$ cat config.mk
export PLATFORM = sky130hd
export DESIGN_NAME = ps2_mouse_pkt
export DESIGN_NICKNAME = d
export VERILOG_FILES = /design/src/rtl/ps2_mouse_pkt.sv
export SDC_FILE = /design/constraint.sdc
export NUM_CORES = 1
export LEC_CHECK = 0
export ABC_AREA = 1
export CORE_ASPECT_RATIO = 2
export CORE_MARGIN = 8
export CORE_UTILIZATION = 36
export DETAILED_ROUTE_END_ITERATION = 10
export HOLD_SLACK_MARGIN = 0.15
export SLEW_MARGIN = 10
export SYNTH_ARGS = -nofsm -noshare
export SYNTH_HDL_FRONTEND = slang
export SYNTH_SLANG_ARGS = --single-unit
$ cat constraint.sdc
create_clock -name sys_clk -period 4.9 [get_ports sys_clk]
set_input_delay 0.49 -clock sys_clk [delete_from_list [all_inputs] [get_ports sys_clk]]
set_output_delay 0.49 -clock sys_clk [all_outputs]
set_load 0.01 [all_outputs]
$ cat src/rtl/ps2_mouse_pkt.sv
// ps2_mouse_pkt: frames PS/2 mouse stream-mode packets from the RX byte
// strobe, reports buttons / 9-bit deltas / overflow flags, and tracks a
// screen-clamped absolute cursor. Bad headers and inter-byte timeouts
// resynchronise the framer. Bytes that follow a host command are consumed
// as ACKs and are not treated as packet data.
// Optional build macro PS2_MOUSE_WHEEL_EN: 4-byte IntelliMouse packets
// with a signed 4-bit wheel delta on dz.
module ps2_mouse_pkt #(
  parameter int SCREEN_W       = 640,
  parameter int SCREEN_H       = 480,
  parameter int TIMEOUT_CYCLES = 100000
) (
  input  logic       sys_clk,
  input  logic       sys_rst,
  input  logic [7:0] kcode,
  input  logic       rx_avail,
  input  logic       ack_expect,
  input  logic       clr_pos,
  output logic       pkt_valid,
  output logic [2:0] btn,
  output logic [8:0] dx,
  output logic [8:0] dy,
  output logic       x_ovf,
  output logic       y_ovf,
  output logic [9:0] cur_x,
  output logic [9:0] cur_y,
  output logic       ack_seen,
  output logic       sync_err
`ifdef PS2_MOUSE_WHEEL_EN
  ,
  output logic [3:0] dz
`endif
);

  localparam int                CW       = $clog2(TIMEOUT_CYCLES + 1);
  localparam logic [CW-1:0]     TMO_LAST = CW'(TIMEOUT_CYCLES - 1);
  localparam logic [9:0]        CX       = 10'(SCREEN_W / 2);
  localparam logic [9:0]        CY       = 10'(SCREEN_H / 2);
  localparam logic signed [11:0] XMAX    = 12'(SCREEN_W - 1);
  localparam logic signed [11:0] YMAX    = 12'(SCREEN_H - 1);

  typedef enum logic [1:0] {B0, B1, B2, B3} st_t;

  st_t           st_q, st_d;
  logic          ack_flag;
  logic [CW-1:0] tcnt;

  // header fields kept from byte 0 (bit 3 is the always-one sync bit)
  logic [2:0]    h_btn;
  logic          h_xs, h_ys, h_xo, h_yo;
  logic [7:0]    xb_q;
`ifdef PS2_MOUSE_WHEEL_EN
  logic [7:0]    yb_q;
`endif

  logic          data_rx;
  logic          hdr_ld, x_ld, y_ld, done, hdr_bad, tmo;
  logic [7:0]    y_byte;
  logic [8:0]    dx_n, dy_n;
  logic signed [11:0] dx_e, dy_e, nx, ny;
  logic [9:0]    nx_c, ny_c;

  // bytes arriving while an ACK is pending never reach the framer
  assign data_rx = rx_avail && !ack_flag;

  function automatic logic [9:0] clamp(input logic signed [11:0] v,
                                       input logic signed [11:0] mx);
    if (v < 12'sd0)   return 10'd0;
    else if (v > mx)  return mx[9:0];
    else              return v[9:0];
  endfunction

  // state register
  always_ff @(posedge sys_clk) begin
    if (!sys_rst) st_q <= B0;
    else          st_q <= st_d;
  end

  // next state and per-byte strobes; a byte on the expiry cycle beats the timeout
  always_comb begin
    st_d    = st_q;
    hdr_ld  = 1'b0;
    x_ld    = 1'b0;
    y_ld    = 1'b0;
    done    = 1'b0;
    hdr_bad = 1'b0;
    tmo     = 1'b0;
    if (data_rx) begin
      case (st_q)
        B0: begin
          if (kcode[3]) begin
            hdr_ld = 1'b1;
            st_d   = B1;
          end else begin
            hdr_bad = 1'b1;
          end
        end
        B1: begin
          x_ld = 1'b1;
          st_d = B2;
        end
        B2: begin
`ifdef PS2_MOUSE_WHEEL_EN
          y_ld = 1'b1;
          st_d = B3;
`else
          done = 1'b1;
          st_d = B0;
`endif
        end
        default: begin
`ifdef PS2_MOUSE_WHEEL_EN
          done = 1'b1;
`endif
          st_d = B0;
        end
      endcase
    end else if (!rx_avail && st_q != B0 && tcnt == TMO_LAST) begin
      tmo  = 1'b1;
      st_d = B0;
    end
  end

`ifdef PS2_MOUSE_WHEEL_EN
  assign y_byte = yb_q;
`else
  assign y_byte = kcode;
`endif

  // decode of the completing packet and the clamped cursor candidate
  always_comb begin
    dx_n = {h_xs, xb_q};
    dy_n = {h_ys, y_byte};
    dx_e = h_xo ? 12'sd0 : {{3{dx_n[8]}}, dx_n};
    dy_e = h_yo ? 12'sd0 : {{3{dy_n[8]}}, dy_n};
    nx   = $signed({2'b00, cur_x}) + dx_e;
    ny   = $signed({2'b00, cur_y}) - dy_e;
    nx_c = clamp(nx, XMAX);
    ny_c = clamp(ny, YMAX);
  end

  // inter-byte timer: idle in B0, restarted by every received byte
  always_ff @(posedge sys_clk) begin
    if (!sys_rst || rx_avail || st_q == B0) tcnt <= '0;
    else if (!tmo)                          tcnt <= tcnt + 1'b1;
  end

  // byte latches, packet outputs, cursor and status pulses
  always_ff @(posedge sys_clk) begin
    if (!sys_rst) begin
      ack_flag  <= 1'b0;
      pkt_valid <= 1'b0;
      ack_seen  <= 1'b0;
      sync_err  <= 1'b0;
      btn       <= '0;
      dx        <= '0;
      dy        <= '0;
      x_ovf     <= 1'b0;
      y_ovf     <= 1'b0;
      cur_x     <= CX;
      cur_y     <= CY;
      h_btn     <= '0;
      h_xs      <= 1'b0;
      h_ys      <= 1'b0;
      h_xo      <= 1'b0;
      h_yo      <= 1'b0;
      xb_q      <= '0;
`ifdef PS2_MOUSE_WHEEL_EN
      yb_q      <= '0;
      dz        <= '0;
`endif
    end else begin
      pkt_valid <= done;
      sync_err  <= hdr_bad || tmo;
      ack_seen  <= rx_avail && ack_flag && (kcode == 8'hFA);
      if (ack_expect)    ack_flag <= 1'b1;
      else if (rx_avail) ack_flag <= 1'b0;
      if (hdr_ld) begin
        h_btn <= kcode[2:0];
        h_xs  <= kcode[4];
        h_ys  <= kcode[5];
        h_xo  <= kcode[6];
        h_yo  <= kcode[7];
      end
      if (x_ld) xb_q <= kcode;
`ifdef PS2_MOUSE_WHEEL_EN
      if (y_ld) yb_q <= kcode;
`endif
      if (done) begin
        btn   <= h_btn;
        dx    <= dx_n;
        dy    <= dy_n;
        x_ovf <= h_xo;
        y_ovf <= h_yo;
`ifdef PS2_MOUSE_WHEEL_EN
        dz    <= kcode[3:0];
`endif
      end
      if (clr_pos) begin
        cur_x <= CX;
        cur_y <= CY;
      end else if (done) begin
        cur_x <= nx_c;
        cur_y <= ny_c;
      end
    end
  end

`ifndef PS2_MOUSE_WHEEL_EN
  // y_ld only has a consumer in the wheel build
  logic unused_ok;
  assign unused_ok = y_ld;
`endif

endmodule

After elaboration in Yosys (flattened, before gate mapping)
Index checks and enable logic that the tools add are counted.
{ "op_classes": {"add_sub_neg": 3, "order_cmp": 4, "eq_ne": 5, "muxes": 24, "bitwise": 1, "reduce_logical": 17} }
{ "ops": {"columns": ["op", "count"], "rows": [
  ["$mux W10", 4],
  ["$lt A12 B1 Y1 const B", 2],
  ["$mux W12", 2],
  ["$add A17 B1 Y17 const B", 1],
  ["$eq A17 B17 Y1 const B", 1],
  ["$mux W1", 14],
  ["$add A11 B12 Y12", 1],
  ["$gt A12 B10 Y1 const B", 1],
  ["$gt A12 B11 Y1 const B", 1],
  ["$sub A11 B12 Y12", 1],
  ["$eq A8 B8 Y1 const B", 1],
  ["$mux W2", 3],
  ["$reduce_bool A2 Y1", 3],
  ["$logic_and A1 B1 Y1", 5],
  ["$pmux W2 S2", 1],
  ["$logic_not A1 Y1", 3],
  ["$logic_or A1 B1 Y1", 3],
  ["$ne A3 B3 Y1 const B", 1],
  ["$eq A2 B1 Y1 const B", 1],
  ["$eq A2 B2 Y1 const B", 1],
  ["$logic_not A2 Y1", 1],
  ["$reduce_and A2 Y1", 1],
  ["$reduce_or A2 Y1", 1],
  ["$not A1 Y1", 1]
]} }
{ "totals": {"ff_bits": 81, "output_inout_bits": 46} }

Longest topological paths before layout
Gate-level depths: netlist of run 1.
{ "logic_depth": {"depth_word": 6, "depth_mapped": 19, "depth_no_buf": 19} }

Least setup slack after synthesis of run 1
No wires, ideal clock.
{ "synth_path": {"path_type": "input to register", "startpoint": "input port kcode[0]", "endpoint": "register cur_y[2]", "arrival_ps": 2116, "t_required_ps": 4768, "setup_slack_ps": 2652, "stages": 17, "n_path_buf": 0, "path_cell_list": "inv_1 > nor2_1 > ha_1 > inv_1 > fa_1 > nand3_1 > nand3_1 > nand2_1 > nand3_1 > nand2_1 > inv_1 > nand3_1 > nand3_2 > nand2_2 > nand2_1 > nand2_1 > a21oi_1"} }
{ "synth_via": {"elab_chain_cells": 5, "elab_cells_between_ends": 6, "classes_between": "add/sub (1); order compare (2); mux (3)"} }
{ "synth_lines": {"columns": ["element", "line_no", "rtl"], "rows": [
  ["start: declaration", "15", "input logic [7:0] kcode,"],
  ["$mux W12 (*)", "135", "dy_e = h_yo ? 12'sd0 : {{3{dy_n[8]}}, dy_n};"],
  ["$sub A11 B12 Y12 (*)", "137", "ny = $signed({2'b00, cur_y}) - dy_e;"],
  ["$gt A12 B10 Y1", "69", "else if (v > mx) return mx[9:0];"],
  ["$mux W10", "69", null],
  ["$mux W10 (*)", "68", "if (v < 12'sd0) return 10'd0;"],
  ["end signal: assignment", "204", "cur_y <= ny_c;"],
  ["end: declaration", "26", "output logic [9:0] cur_y,"]
]} }
Every way passes the cells marked *; elsewhere a longest branch is shown, timed or not.
A chain may end at the register's enable or synchronous reset.

Final worst setup path of run 1
{ "layout_path": {"startpoint": "input port kcode[0]", "endpoint": "register cur_y[3]"} }
The elaborated chain is that of the path after synthesis.

==> results of run 1 <==
-- worst max-delay path by stage --
stage / startpoint / endpoint / slack (ps) / cells after the start
5_1_grt: kcode[0] / cur_y[2]$_SDFFE_PP0P_ / 1990 / 18
4_1_cts: kcode[0] / cur_y[8]$_SDFFE_PP0P_ / 2270 / 18
3_3_place_gp: rx_avail / xb_q[2]$_SDFFE_PN0P_ / 1900 / 8
2_1_floorplan: kcode[0] / cur_y[2]$_SDFFE_PP0P_ / 2650 / 17
3_5_place_dp: kcode[0] / cur_y[8]$_SDFFE_PP0P_ / 1910 / 18
6_report: kcode[0] / cur_y[3]$_SDFFE_PP0P_ / 2270 / 18
-- cells in the mapped netlist, types with 9 or more instances --
master / number / area [sq um]
sky130_fd_sc_hd__ha_1: 24 / 300
sky130_fd_sc_hd__nor2_1: 64 / 240
sky130_fd_sc_hd__nand4_1: 11 / 68.8
sky130_fd_sc_hd__nand2_1: 139 / 522
sky130_fd_sc_hd__o21ai_0: 50 / 250
sky130_fd_sc_hd__nor3_1: 9 / 45.0
sky130_fd_sc_hd__nand3_1: 29 / 145
sky130_fd_sc_hd__nand2_2: 15 / 93.8
sky130_fd_sc_hd__inv_1: 81 / 304
sky130_fd_sc_hd__a21oi_1: 69 / 345
sky130_fd_sc_hd__dfxtp_1: 81 / 1620
-- per-layer routing --
layer	vias to the layer above	wire length [um]
met1	1858	5340
met5	-	0
met2	94	5630
met3	22	730
met4	0	351
li1	2216	-
-- worst max-delay path: stages --
cell                              delay, ps
sky130_fd_sc_hd__clkdlybuf4s50_1        450
sky130_fd_sc_hd__inv_1                   80
sky130_fd_sc_hd__nor2_1                 120
sky130_fd_sc_hd__ha_1                   150
sky130_fd_sc_hd__inv_1                   70
sky130_fd_sc_hd__fa_1                   430
sky130_fd_sc_hd__nand3_1                130
sky130_fd_sc_hd__nand3_1                110
sky130_fd_sc_hd__nand2_1                 90
sky130_fd_sc_hd__nand3_1                 70
sky130_fd_sc_hd__nand2_1                 90
sky130_fd_sc_hd__inv_1                   40
sky130_fd_sc_hd__nand3_1                 80
sky130_fd_sc_hd__nand3_2                120
sky130_fd_sc_hd__nand2_2                130
sky130_fd_sc_hd__nand2_1                 60
sky130_fd_sc_hd__nand2_1                 60
sky130_fd_sc_hd__a21oi_1                 50
-- flip-flops by register name, indices dropped and copies added, names as in the netlist, 2 cells and up --
name   cells
tcnt      17
dx         9
cur_x     10
xb_q       8
cur_y     10
h_btn      3
btn        3
st_q       2
dy         9
-- final cells by class --
| cell class | count | share of cell area, % |
|---|---|---|
| Multi-Input combinational cell | 462 | 45.1 |
| Tap cell | 150 | 3.37 |
| Clock buffer | 9 | 4.04 |
| Clock inverter | 7 | 1.50 |
| Sequential cell | 81 | 29.1 |
| Timing Repair Buffer | 61 | 10.8 |
| Inverter | 90 | 6.06 |
-- power breakdown --
| group | total (uW) | internal [uW] | switching, uW |
|---|---|---|---|
| combinational | 197 | 71.5 | 125 |
| sequential | 677 | 669 | 7.46 |
| clock | 717 | 406 | 311 |
| total | 1590 | 1150 | 443 |
-- metrics by stage --
stage               total power (uW)  instance area, sq um  hold WS, ps
CTS                             1610                  5570          480
detailed placement               887                  5260          472
floorplan                        832                  4540          438
global placement                 887                  5260          467
finish                          1590                  5570          480
global route                    1660                  5570          512
-- layout by cell type (no fill, tap or decap), drive strengths merged, types with 10 or more instances in the layout --
cell | synthesis | final
nor3 | 10 | 10
o21ai | 58 | 58
inv | 88 | 93
nor2 | 71 | 71
a21oi | 75 | 75
nand4 | 12 | 12
clkdlybuf4s50 | 0 | 58
nand2 | 155 | 155
ha | 24 | 24
dfxtp | 81 | 81
nand3 | 34 | 34
-- kinds of logic after synthesis --
kind of cell             Yosys count  share of synthesized area, %
adder cells (fa/ha/maj)           26                          7.50
AND/OR/NAND/NOR                  290                          29.7
flip-flops                        81                          35.8
AO/OA/AOI/OAI                    137                          16.3
buffers and inverters            106                          8.97
XOR/XNOR                           9                          1.74
==> parameters.txt, run 1 <==
Parameter                              Value

Place
  Placer congestion estimate    0.883
  Total of buffers placed on input and output ports    58
  Dpl cells    844
  DP Worst Slack    1910 ps
  Half-perimeter wire length of the detailed placement result    9080 um

Timing
  Final count of negative-setup-slack endpoints    0
  Maximum clock frequency    380 MHz
  Relative slew margins    48.6%
  Worst setup skew after layout    6.83 ps
  Unrepaired setup endpoints after global routing    no
  PnR worst setup slack    2270 ps
  Hold violation total from the final report    0
  Post-route setup TNS    0 ps
  Worst slew pin tran    770 ps
  Final min period    2630 ps
  Tcrit/Tclk final    53.7%
  Total count of max-transition violations in the final report    0

Layout
  Fraction of the core area covered by cells at the end of the flow    44.9%
  Area used by multi-input combinational logic    2510 sq um
  Total of fill cells in the finished design    1261
  Fraction of layout cells with a size suffix above 1    9.30%
  Area taken by flip-flops and latches    1620 sq um
  Final std cells w/o fill    860
  Final Net Count    744
  Inserted Diodes    0
  Signed area change from the synthesized netlist to the final layout    22.8%

Yosys
  Yosys cell types    39
  Count of flip-flops with a built-in enable after synthesis    0
  Ys flop type    sky130_fd_sc_hd__dfxtp_1
  Cell area after synthesis    4540 sq um
  Yosys reg bits    81
  Post-Syn Nets    688
  Cell count after synthesis    649
  Asr flop ratio synth    0%
  Number of warnings printed during yosys synthesis    0
  Sequential fraction of the synthesis area    35.8%
  Mean Syn Cell Area    6.99 sq um

Floorplan
  Die outline height    175 um
  Floorplan row count    58
  Overall die area    16700 sq um
  Initial core utilization    36.5%
  Area of the core region    12400 sq um
  Top-Level Pins    59
  Horiz. Die Dim    95.4 um

Clock network
  CTS tree    done
  TritonCTS buffer count    9
  Clk sinks    81
  Total of cells resized after clock tree synthesis    0
  Post-cts hold buffer count    0
  Clock edge transition at the registers on the reported setup and hold paths    70 ps
  Deepest clock path buffer count    2
  CTS Root Buffer Type    sky130_fd_sc_hd__clkbuf_16
  # H-tree levels    3
  Post-CTS Setup Repair Bufs    0
  Clock latency of the later-clocked register in the worst-skew pair    350 ps

Drt
  Final antenna-violating net count    0
  Routed wire length    12100 um
  DR pass1 iterations    4
  Average wire length per cell after detail routing    14.0 um
  DRT iter0 DRCs    228
  Total DRC errors in the routed layout    0
  Number of vias per cell after detailed routing    4.87
  Vias    4190

Worst setup path
  Reg2Reg Launch Point    h_xo$_SDFFE_PN0P_
  Worst EP required    5090 ps
  Setup slack, reg-to-reg    2310 ps
  Sort of element at the end of the critical path    flip-flop
  Arrival time at the worst endpoint    2820 ps
  Worst r2r path cells    17
  Critical R2R Capture    cur_x[7]$_SDFFE_PP0P_
  Crit-path max FO    5
  Setup Crit Path Kind    in2reg
  Type of origin of the critical path    input port

Status
  Status    finished clean

GRT
  Busiest grt layer    met2
  Antenna violations before repair    0
  Met3 track demand over resource    4.34%
  Total routing resource utilization after global routing    15.3%
  Vias in the first global route    4255
  Leftover overflow at the end of global routing    0
  Met2 global-route usage    24.8%
  First-pass GRT wire length    20200 um
  Global-route track usage on met1    17.9%
  Largest net degree at the start of global routing    42

Hold path
  Hold Path Class    reg2reg
  Hold path cells    2
  Endpoint of the worst hold path    tcnt[3]$_SDFFE_PP0N_
  Launch point of the worst hold path    tcnt[3]$_SDFFE_PP0N_

Job
  Maximum Capacitance Violations    0

Power
  Largest vdd supply drop    0.183 mV
  Power density cells    285 nW/um^2
  Standby leakage power    0.00238 uW
(Power assumes the default switching activity.)
==> run 2, diff against run 1 <==
clock period = 2.35 ns   (was 4.9 ns; I/O delays follow)
==> run 2 against run 1 <==
Clock-buffer cell count rose by 1; clock skew barely moved; core utilization rose by 5.7 points; sequential share of layout area fell by 3.2 points; cell count rose by 5.5%; die area did not move; clock power rose by 95%.
==> parameters.txt, run 2 (synthesized netlist as in run 1, its figures left out) <==
Parameter                              Value

Status
  Status    finished clean

Power
  Power density cells    537 nW/um^2 (+88%)
  Clk network pwr share    41.6% (-3.5 points)
  Part of the power in combinational logic    16.4% (+4.0 points)
  Total power draw    3370 uW (+110%)
  Design internal power    2470 uW (+120%)
  Largest vdd supply drop    0.492 mV (+170%)
  Reported net switching power    898 uW (+100%)
  Sequential fraction of design power    42.0% (-0.6 points)
  Standby leakage power    0.00263 uW (+11%)
  Sw Share    26.7% (-1.2 points)

Clock network
  Clock latency of the later-clocked register in the worst-skew pair    340 ps (about the same)
  Deepest clock path buffer count    2 (unchanged)
  # H-tree levels    3 (unchanged)
  CTS Root Buffer Type    sky130_fd_sc_hd__clkbuf_16
  TritonCTS buffer count    9 (unchanged)
  Clk sinks    81 (unchanged)
  Clock edge transition at the registers on the reported setup and hold paths    60 ps (about the same)
  CTS tree    done

Place
  Dpl cells    883 (+4.6%)
  Half-perimeter wire length of the detailed placement result    9270 um (+2.1%)
  Total of buffers placed on input and output ports    58 (unchanged)
  Placer congestion estimate    0.849 (-3.8%)
  DP Worst Slack    -186 ps (-2100 ps)

Timing
  Relative slew margins    52.4% (+3.8 points)
  Final count of negative-setup-slack endpoints    0 (unchanged)
  Maximum clock frequency    441 MHz
  Post-route setup TNS    0 ps (unchanged)
  Total count of max-transition violations in the final report    0 (unchanged)
  PnR worst setup slack    82.7 ps (-2180 ps)
  Worst setup skew after layout    6.33 ps (-0.497 ps)
  Hold violation total from the final report    0 (unchanged)
  Final min period    2270 ps
  Worst Hold Margin    472 ps (-8.15 ps)
  Worst slew pin tran    713 ps (-57.0 ps)
  Tcrit/Tclk final    96.5%
  Unrepaired setup endpoints after global routing    yes

Worst setup path
  Cells along the critical path    buf_6 -> inv_2 -> nand2_2 -> inv_2 -> ha_4 -> nand2_1 -> nor2_4 -> nand3_2 -> nand3_2 -> nand2_4 -> nor2_4 -> nor2_8 -> nand2_4 -> nor2_2 -> nand2_1 -> a21oi_2
  Cell family with most CP delay    simple AND/OR/NAND/NOR gates
  Highest-delay cell along the critical path    sky130_fd_sc_hd__dfxtp_2
  Crit-path max FO    8 (+3)
  Type of origin of the critical path    flip-flop
  Delay of the slowest critical-path stage    360 ps (-90 ps)
  Sort of element at the end of the critical path    flip-flop
  Setup Crit Path Kind    reg2reg
  Arrival time at the worst endpoint    2460 ps (-360 ps)
  Crit path buf inv count    3 (-1)
  Worst EP required    2550 ps (-2540 ps)

Layout
  Final std cells w/o fill    907 (+5.5%)
  Signed area change from the synthesized netlist to the final layout    38.3%
  Inserted Diodes    0 (unchanged)
  Registers with the highest flip-flop counts    tcnt: 17 flops, cur_x: 10 flops, cur_y: 10 flops
  Final Net Count    791 (+6.3%)
  Most used cells in the layout excluding fill and tap cells    123 x sky130_fd_sc_hd__nand2_1, 78 x sky130_fd_sc_hd__dfxtp_1, 76 x sky130_fd_sc_hd__inv_1
  Fraction of layout cells with a size suffix above 1    23.4% (+14 points)
  Register containing the most flip-flops in the final layout    tcnt
  Flip-flop count of the largest register, all copies and words added    17 (unchanged)
  Most common library cell in the layout ignoring fill and taps    sky130_fd_sc_hd__nand2_1

Hold path
  Hold Path Class    reg2reg

Drt
  Final antenna-violating net count    0 (unchanged)
  Number of vias per cell after detailed routing    4.90 (+0.59%)
  Average wire length per cell after detail routing    13.9 um (-0.75%)
  Total DRC errors in the routed layout    0 (unchanged)
  DR pass1 iterations    4 (unchanged)
  DRT iter0 DRCs    175 (-23%)
  Vias    4445 (+6.1%)
  Routed wire length    12600 um (+4.7%)

Floorplan
  Initial core utilization    36.5% (unchanged)
  Overall die area    16700 sq um (unchanged)
  Floorplan row count    58 (unchanged)
  Top-Level Pins    59 (unchanged)
  Die outline height    175 um (unchanged)
  Horiz. Die Dim    95.4 um (unchanged)
  Area of the core region    12400 sq um (unchanged)

Job
  Maximum Capacitance Violations    0 (unchanged)

GRT
  First-pass GRT wire length    20400 um (+1.2%)
  Vias in the first global route    4304 (+1.2%)
  Leftover overflow at the end of global routing    0 (unchanged)
  Largest net degree at the start of global routing    41 (-2.4%)
  Total routing resource utilization after global routing    15.3% (+0.041 points)
  Antenna violations before repair    0 (unchanged)
-- run 2: changes by cell type in the layout (fill, tap and decap cells not counted), moves of 6 or more --
| cell | change |
|---|---|
| sky130_fd_sc_hd__nand2_1 | -16 |
| sky130_fd_sc_hd__nand3_2 | +6 |
| sky130_fd_sc_hd__nand3_1 | -7 |
| sky130_fd_sc_hd__nand2_2 | +12 |
| sky130_fd_sc_hd__buf_4 | +42 |
| sky130_fd_sc_hd__nor2_1 | -8 |
| sky130_fd_sc_hd__nor2_2 | +6 |
| sky130_fd_sc_hd__ha_1 | -15 |
| sky130_fd_sc_hd__a21oi_1 | -8 |
| sky130_fd_sc_hd__ha_4 | +11 |
-- run 2: tightest hold or removal path, cell delays in order, from the launching register on --
cell and delay [ps]:
sky130_fd_sc_hd__dfxtp_1 310, sky130_fd_sc_hd__nand2_1 70, sky130_fd_sc_hd__nor4_1 50
-- run 2: path summary, 6_finish.rpt --
kind	cells after the start	endpoint	from	slack, ps
hold reg to reg	2	ack_seen$_SDFF_PN0_	ack_flag$_SDFFE_PN0P_	470
setup reg to reg	16	cur_x[7]$_SDFFE_PP0P_	h_xo$_SDFFE_PN0P_	80
hold / removal	2	ack_seen$_SDFF_PN0_	ack_flag$_SDFFE_PN0P_	470
setup / recovery	16	cur_x[7]$_SDFFE_PP0P_	h_xo$_SDFFE_PN0P_	80
-- run 2: layer usage --
metal	wire [um]	share of wire [%]	vias up	GRT usage, %
li1	-	-	2309	-
met2	5970	47	90	24.3
met4	452	3.6	0	7.23
met5	0	0	-	0
met3	613	4.9	25	3.65
met1	5580	44	2021	18.7
-- run 2: cell type report --
cell class	count	area (sq um)
clock inverter	6	65.1
clock buffer	10	229
multi-input combinational	463	2860
timing repair buffer	107	966
inverter	90	340
sequential	81	1630
fill	1202	6140
tap	150	188
-- run 2: per-stage QoR --
stage | utilization, % | area (sq um)
5_1_grt | 50.6 | 6270
2_1_floorplan | - | 4540
6_report | 50.6 | 6270
3_5_place_dp | 44.7 | 5550
4_1_cts | 47.7 | 5920
3_3_place_gp | 44.7 | 5550
-- run 2: power groups by stage --
| stage | clock network, uW | registers, uW | logic, uW |
|---|---|---|---|
| after floorplan | 0 | 1440 | 293 |
| after global placement | 0 | 1440 | 473 |
| after detailed placement | 0 | 1440 | 475 |
| after CTS | 1420 | 1410 | 483 |
| after global routing | 1490 | 1420 | 621 |
| final | 1400 | 1410 | 554 |
-- run 2: repair_timing --
action / in CTS / in global routing
resized for setup: 12 / 71
setup endpoints to repair: 10 / 19
setup buffers: 1 / 5
pin swaps: 7 / 27
cloned: 1 / 1
hold buffers: 0 / 0
